[src/rtl/avalon16_cmd_fifo.sv]
// Buffered Avalon-MM 16-bit command stage: in-order command FIFO, outstanding-read limiter, registered read return.
// Define AVB16_PERF_CNT_EN to add saturating read/write/stall performance counters.
module avalon16_cmd_fifo #(
    parameter int DEPTH  = 4,
    parameter int MAX_RD = 4
) (
    input  logic        sdram_clk,
    input  logic        reset_n,
    input  logic [21:0] s_address,
    input  logic [1:0]  s_byteenable_n,
    input  logic        s_chipselect,
    input  logic        s_read_n,
    input  logic        s_write_n,
    input  logic [15:0] s_writedata,
    output logic        s_waitrequest,
    output logic [15:0] s_readdata,
    output logic        s_readdatavalid,
    output logic [21:0] m_address,
    output logic [1:0]  m_byteenable_n,
    output logic        m_chipselect,
    output logic        m_read_n,
    output logic        m_write_n,
    output logic [15:0] m_writedata,
    input  logic        m_waitrequest,
    input  logic [15:0] m_readdata,
    input  logic        m_readdatavalid
`ifdef AVB16_PERF_CNT_EN
    ,
    output logic [31:0] perf_rd_cnt,
    output logic [31:0] perf_wr_cnt,
    output logic [31:0] perf_stall_cnt
`endif
);

    localparam int AW = $clog2(DEPTH);
    localparam int PTR_W = AW + 1;
    localparam logic [3:0] MAX_RD_C = 4'(MAX_RD);

    typedef struct packed {
        logic        is_write;
        logic [21:0] address;
        logic [1:0]  byteenable_n;
        logic [15:0] writedata;
    } entry_t;

    entry_t             mem [DEPTH];
    entry_t             head;
    logic [PTR_W-1:0]   wr_ptr;
    logic [PTR_W-1:0]   rd_ptr;
    logic [3:0]         rd_out;
    logic [21:0]        last_address;
    logic [15:0]        last_writedata;
    logic               full;
    logic               empty;
    logic               request;
    logic               is_write;
    logic               push;
    logic               pop;
    logic               rd_inc;

    assign request  = s_chipselect && (!s_read_n || !s_write_n);
    assign is_write = !s_write_n;
    assign full     = (wr_ptr[PTR_W-1] != rd_ptr[PTR_W-1]) && (wr_ptr[AW-1:0] == rd_ptr[AW-1:0]);
    assign empty    = (wr_ptr == rd_ptr);
    assign head     = mem[rd_ptr[AW-1:0]];

    // Stall never looks at m_waitrequest, so a full FIFO blocks a push even on a popping edge.
    assign s_waitrequest = !reset_n || full || (request && !is_write && (rd_out == MAX_RD_C));
    assign push          = request && !s_waitrequest;
    assign pop           = !empty && !m_waitrequest;
    assign rd_inc        = push && !is_write;

    always_ff @(posedge sdram_clk) begin
        if (push) begin
            mem[wr_ptr[AW-1:0]] <= '{is_write:     is_write,
                                     address:      s_address,
                                     byteenable_n: s_byteenable_n,
                                     writedata:    is_write ? s_writedata : 16'h0000};
        end
    end

    always_ff @(posedge sdram_clk) begin
        if (!reset_n) begin
            wr_ptr          <= '0;
            rd_ptr          <= '0;
            rd_out          <= 4'd0;
            last_address    <= 22'h0;
            last_writedata  <= 16'h0;
            s_readdatavalid <= 1'b0;
            s_readdata      <= 16'h0;
        end else begin
            if (push) begin
                wr_ptr <= wr_ptr + PTR_W'(1);
            end
            if (pop) begin
                rd_ptr         <= rd_ptr + PTR_W'(1);
                last_address   <= head.address;
                last_writedata <= head.writedata;
            end
            // Late strobes after a reset must not wrap the counter below zero.
            if (rd_inc && !s_readdatavalid) begin
                rd_out <= rd_out + 4'd1;
            end else if (!rd_inc && s_readdatavalid && (rd_out != 4'd0)) begin
                rd_out <= rd_out - 4'd1;
            end
            s_readdatavalid <= m_readdatavalid;
            if (m_readdatavalid) begin
                s_readdata <= m_readdata;
            end
        end
    end

    always_comb begin
        m_chipselect   = !empty;
        m_read_n       = 1'b1;
        m_write_n      = 1'b1;
        m_byteenable_n = 2'b11;
        m_address      = last_address;
        m_writedata    = last_writedata;
        if (!empty) begin
            m_read_n       = head.is_write;
            m_write_n      = !head.is_write;
            m_byteenable_n = head.byteenable_n;
            m_address      = head.address;
            m_writedata    = head.writedata;
        end
    end

`ifdef AVB16_PERF_CNT_EN
    always_ff @(posedge sdram_clk) begin
        if (!reset_n) begin
            perf_rd_cnt    <= 32'd0;
            perf_wr_cnt    <= 32'd0;
            perf_stall_cnt <= 32'd0;
        end else begin
            if (rd_inc && (perf_rd_cnt != 32'hFFFF_FFFF)) begin
                perf_rd_cnt <= perf_rd_cnt + 32'd1;
            end
            if (push && is_write && (perf_wr_cnt != 32'hFFFF_FFFF)) begin
                perf_wr_cnt <= perf_wr_cnt + 32'd1;
            end
            if (request && s_waitrequest && (perf_stall_cnt != 32'hFFFF_FFFF)) begin
                perf_stall_cnt <= perf_stall_cnt + 32'd1;
            end
        end
    end
`endif

endmodule
[config.mk]
export PLATFORM = sky130hd
export DESIGN_NAME = avalon16_cmd_fifo
export DESIGN_NICKNAME = d
export VERILOG_FILES = /design/src/rtl/avalon16_cmd_fifo.sv
export SDC_FILE = /design/constraint.sdc
export NUM_CORES = 1
export LEC_CHECK = 0
export BUFFER_PORTS_ARGS = -buffer_cell sky130_fd_sc_hd__buf_4
export CAP_MARGIN = 20
export CORE_UTILIZATION = 30
export DETAILED_ROUTE_END_ITERATION = 8
export HOLD_SLACK_MARGIN = 0.12
export SKIP_CTS_REPAIR_TIMING = 1
export SYNTH_ARGS = -nofsm -noshare
export SYNTH_HDL_FRONTEND = slang
export SYNTH_SLANG_ARGS = --single-unit
[constraint.sdc]
create_clock -name sdram_clk -period 2.89 [get_ports sdram_clk]
set_input_delay 0.1445 -clock sdram_clk [delete_from_list [all_inputs] [get_ports sdram_clk]]
set_output_delay 0.1445 -clock sdram_clk [all_outputs]
set_load 0.1 [all_outputs]
Word-level counts from Yosys, hierarchy flattened --
Memory sizes are Yosys's and may differ from the RTL's. A register that Yosys moved wholly into a read port is not among the register bits. Index checks and enable logic that the tools add are counted.
Storage, ports and cells: bits in writable memories 164, input port bits 63, memories kept 1, output and inout bits 61, logic and storage cells 52, flip-flop bits (word level) 65
Memory list:
- mem | words 4, bits a word 41, read ports 1, clocked after Yosys merged registers in 1, write ports 1, line 46 | entry_t mem [DEPTH];
Cells by class: reductions and logical operators 24, muxes and demuxes 12, equal/unequal tests 4, $add $sub $neg 4
Operators by type and width (count):
- 16-bit 2-to-1 mux | 2
- 22-bit 2-to-1 mux | 1
- 1-bit logical AND | 10
- 1-bit zero test | 9
- 4-bit 2-to-1 mux | 2
- 3-bit by 1-bit adder with 3-bit output, second input constant | 2
- 2-bit 2-to-1 mux | 3
- 4-bit by 1-bit adder with 4-bit output, second input constant | 1
- 4-bit by 3-bit == test with 1-bit output, second input constant | 1
- 1-bit 2-to-1 mux | 4
- 4-bit nonzero test | 1
- 4-bit by 1-bit subtractor with 4-bit output, second input constant | 1
- 3-bit == test | 1
- 1-bit logical OR | 3
- 2-bit == test | 1
- 2-bit nonzero test | 1
- 1-bit inequality test | 1

Longest topological paths before layout --
depth in word-level cells 14, gate-level depth with buffers 10, gate-level depth less buffers 9

Least setup slack after synthesis --
OpenSTA, ideal clock, no wires.
kind reg-to-output, start register wr_ptr[0], end output port m_byteenable_n[0], cell stages (with the launch flop) 5, arrival time 2.744 ns, required time 2.746 ns, buffers on the path 1, slack 0.002 ns, cell sequence dfxtp_1 xnor2_1 nand3_2 buf_1 nand2_1
Between the ends: cells in the longest elaborated chain, start to end 2
RTL lines:
- from (decl) | line 48 | logic [PTR_W-1:0] wr_ptr;
- from (signal assigned) | line 93 | wr_ptr <= wr_ptr + PTR_W'(1);
- 3-bit == test | line 64 | assign empty = (wr_ptr == rd_ptr);
- 2-bit 2-to-1 mux | line 120 | if (!empty) begin
- to (decl) | line 19 | output logic [1:0] m_byteenable_n,
No other way between the ends.

==> results by stage <==
CTS:
- For the worst-skew pair, the clock arrives at the later sink with an insertion delay of 520 ps.
- The total number of clock tree sinks is 231.
- The number of H-tree branching levels is 1.
- The buffer depth of the longest clock path is 3.
- Clock tree synthesis inserted a total of 26 buffers.
- The clock transition at the registers of the reported paths is 60 ps.
- TritonCTS built the clock tree.
- The clock root buffer master is sky130_fd_sc_hd__clkbuf_16.

Synth:
- The number of instances in the synthesized netlist is 598.
- Of the synthesized area, sequential elements account for 67.3%.
- The post-synthesis net count is 669.
- In the synthesized netlist the async set-or-reset flop fraction comes to 0%.
- The post-synth design cell area is 9310 sq um.
- After synthesis, the netlist uses 36 different library cells.
- The flop and latch count out of synthesis is 231.
- sky130_fd_sc_hd__edfxtp_1 takes more of the synthesized area than any other cell.
- The average instance in the mapped netlist occupies approximately 16 sq um.
- Of the post-synthesis cell area, the dominant cell type holds 52.9%.
- For this run, the number of Yosys warnings is 0.
- In the synthesized netlist the dominant register cell turns out to be sky130_fd_sc_hd__edfxtp_1.
- Yosys attributes the largest share of cell area to sky130_fd_sc_hd__edfxtp_1, sky130_fd_sc_hd__dfxtp_1, sky130_fd_sc_hd__mux4_2, sky130_fd_sc_hd__mux2_2, sky130_fd_sc_hd__nand2_1.
- The number of synthesized flops with an enable pin is between 150 and 200.

Run status:
- The flow ran to the end, and the final reports show no timing, DRC or antenna violations.

Final layout:
- The filler cells instantiated in the layout total 2865.
- Excluding fillers, the count of instances in the completed layout stands at 1215.
- Leaving out fill and tap cells, the most frequent cell in the layout is sky130_fd_sc_hd__edfxtp_1.
- The flip-flop and latch area is around 6300 sq um.
- The top cell types in the final layout, fill and taps aside, are sky130_fd_sc_hd__edfxtp_1, sky130_fd_sc_hd__buf_4, sky130_fd_sc_hd__nand2_1.
- The area growth from synthesis to layout is 32.7%.
- Summing all multi-input logic gate instances after layout gives 2880 sq um.
- At the end of the flow, the number of nets in the layout was 869.
- Cells with a size suffix above 1 make up 32.9% of the layout.
- The final instance area is roughly 12000 sq um.

Placement:
- The placer congestion estimate is between 0.7 and 0.8.
- The count of input and output buffers is 123.
- The standard cell area after detailed placement is 10800 sq um.
- The number of placed instances, taps included is 1096.
- Detailed placement finished with a half-perimeter wire length of 12700 um.
- OpenSTA, run right after detailed placement, puts the worst setup slack at between 500 and 600 ps.

Global route:
- The initial antenna violation count came to 1.
- The via count of the first global-routing pass is 5352.
- In the global route stage, overall resource usage came out at roughly an eighth.
- Entering global routing, the biggest net connects 71 pins.
- Global routing consumed, on the met2 layer, between 20% and 30% of the routing resources.
- The leftover overflow at the end of global routing is 0.
- In the global route stage, met1 resource usage came out at between 10% and 20%.
- The first-pass GRT wire length is between 30000 and 40000 um.
- The most crowded layer after global routing is met2.
- The global routing met3 resource utilization is about 2.7%.

Detailed routing:
- The routed design has 20900 um of wire.
- The remaining design rule violation count is 0.
- In this run, the number of DRC markers left after iteration 0 of detailed routing was approximately 220.
- In this run the remaining antenna-violating nets after routing total 0.
- Using the TritonRoute via totals, the vias-per-cell ratio works out to 4.50.
- The total number of vias is 5467.
- In the final routed layout, each cell accounts on average for 17.2 um.
- The first-pass iteration count of the detailed router is 4.

Worst setup path:
- The worst setup path is captured at an output pin.
- The startpoint kind of the worst setup timing path is a flip-flop.
- The required time reported for the critical path endpoint is around 2800 ps.
- Data on the critical path arrives at its endpoint at 2510 ps.
- The largest fanout of any net on the critical path is 21.
- Setup slack on the worst reg-to-reg path comes out at 580 ps.
- In this run the critical register-to-register path is launched from wr_ptr[0]$_SDFFE_PN0P_.
- The capture instance of the worst register-to-register path is rd_out[2]$_SDFFE_PN0P_.
- The depth of the worst register-to-register path is 9.
- The worst setup path is of the flip-flop to output pin kind.

Pwr:
- In this run the static leakage power is 4.44 nW.
- Across the VDD grid, the largest voltage drop is 905 uV.
- After layout, the design draws a total of around 12 mW.
- Power spread over the standard cell area amounts to 954 nW/um^2.

Timing:
- The sum of negative setup slack is 0 ps.
- The number of hold-slack violations in the final timing report is 0.
- Static timing analysis puts the maximum clock frequency at between 0.3 and 0.4 GHz.
- Across the routed clock network, the largest skew measured is 9.29 ps.
- The worst path setup slack after routing is 231 ps.
- At the pin with the least slew margin, the transition time is 719 ps.
- Headroom to the max-slew limit came out at 52.1%.
- The number of pins with negative max-slew slack in the final report is 0.
- Setup repair after global routing left no endpoint under its margin.
- The minimum clock period after layout is around 2700 ps.
- After layout, the worst path uses between 90 and 100% of the clock period.
- Setup violations remaining at the end of the flow were counted as 0.

Floorplanning:
- The initialized floorplan defines 64 standard-cell rows.
- The die boundary height is approximately 180 um.
- The effective utilization at floorplan is 30.4%.
- The area of the core region is 30600 sq um.
- The die outline area is ~32000 sq um.
- Pin placement for this block handled 124 I/O pins.
- The horizontal die dimension is 178 um.

Worst hold path:
- Counting instances, the worst hold path has a depth of 2.
- The critical hold path startpoint is s_write_n.
- The class of the worst hold path is input port to flip-flop.
- For hold timing, the worst endpoint is mem[1][40]$_DFFE_PP_.

Job:
- The max capacitance violation total is 0.
-- power by group --
| part | switching [mW] | internal (mW) |
|---|---|---|
| clock | 1.28 | 1.93 |
| sequential | 0.168 | 3.76 |
| combinational | 3.32 | 1.33 |
-- kinds of logic after synthesis --
group,share of synthesized area (%)
simple gates,7.92
xor+xnor,0.928
buf+inv,1.92
compound gates,4.07
fa+ha+maj,1.16
mux,16.7
flops,67.3
-- cell usage after synthesis (2+ instances only) --
| cell type | count |
|---|---|
| sky130_fd_sc_hd__edfxtp_1 | 164 |
| sky130_fd_sc_hd__nand2_1 | 92 |
| sky130_fd_sc_hd__dfxtp_1 | 67 |
| sky130_fd_sc_hd__mux4_2 | 41 |
| sky130_fd_sc_hd__mux2_2 | 38 |
| sky130_fd_sc_hd__nor2b_1 | 32 |
| sky130_fd_sc_hd__a21boi_0 | 30 |
| sky130_fd_sc_hd__clkbuf_1 | 20 |
| sky130_fd_sc_hd__mux2i_1 | 20 |
| sky130_fd_sc_hd__buf_2 | 11 |
| sky130_fd_sc_hd__a21boi_1 | 10 |
| sky130_fd_sc_hd__and2_1 | 7 |
| sky130_fd_sc_hd__ha_1 | 7 |
| sky130_fd_sc_hd__inv_1 | 7 |
| sky130_fd_sc_hd__buf_1 | 6 |
| sky130_fd_sc_hd__o21ai_0 | 6 |
| sky130_fd_sc_hd__xor2_1 | 5 |
| sky130_fd_sc_hd__a21oi_1 | 4 |
| sky130_fd_sc_hd__nand2b_1 | 4 |
| sky130_fd_sc_hd__nand3_1 | 3 |
| sky130_fd_sc_hd__nor2_1 | 3 |
| sky130_fd_sc_hd__or3_1 | 3 |
| sky130_fd_sc_hd__xnor2_1 | 3 |
| sky130_fd_sc_hd__and4b_1 | 2 |
| sky130_fd_sc_hd__nand3b_1 | 2 |
-- worst max-delay path, cell delays in order, from the launching register on --
cell,delay [ps]
sky130_fd_sc_hd__dfxtp_4,640
sky130_fd_sc_hd__buf_4,270
sky130_fd_sc_hd__mux4_2,520
sky130_fd_sc_hd__mux2_2,320
sky130_fd_sc_hd__buf_4,240
-- final cells by class --
| type | count | area share (%) |
|---|---|---|
| sequential | 231 | 50.8 |
| multi-input combinational | 323 | 23.3 |
| timing repair buffer | 209 | 14.7 |
| clock buffer | 37 | 6.18 |
| tap | 396 | 4.01 |
| clock inverter | 11 | 0.739 |
| inverter | 7 | 0.213 |
| antenna | 1 | 0.0203 |
-- metal layers --
layer / share of wire [%] / up-vias
met1: 43 / 2722
met4: 1.4 / 0
met2: 50 / 117
met5: 0 / -
li1: - / 2609
met3: 5.4 / 19
-- metrics by stage --
step	hold slack, ps	utilization (%)
finish	113	40.4
global route	141	40.4
CTS	-197	38.1
detailed placement	351	35.3
global placement	349	35.3
floorplan	243	-
-- worst max-delay path by stage --
| stage | slack, ps | cells past startpoint | end | start |
|---|---|---|---|---|
| final | 230 | 4 | m_address[15] | flip-flop |
| after global routing | 80 | 4 | m_address[15] | flip-flop |
| after CTS | 170 | 4 | m_address[15] | flip-flop |
| after detailed placement | 580 | 9 | rd_out[2]$_SDFFE_PN0P_ | wr_ptr[0]$_SDFFE_PN0P_ |
| after global placement | 620 | 4 | mem[3][22]$_DFFE_PP_ | wr_ptr[0]$_SDFFE_PN0P_ |
| after floorplan | 2 | 4 | m_byteenable_n[0] | wr_ptr[0]$_SDFFE_PN0P_ |
-- flip-flops by register name, summed over array words and instances (netlist names), named ones only --
signal,count
mem,164
last_address,22
last_writedata,16
s_readdata,16
rd_out,4
rd_ptr,3
wr_ptr,3
s_readdatavalid,1
Note: power is estimated with default switching activity, not from simulation.
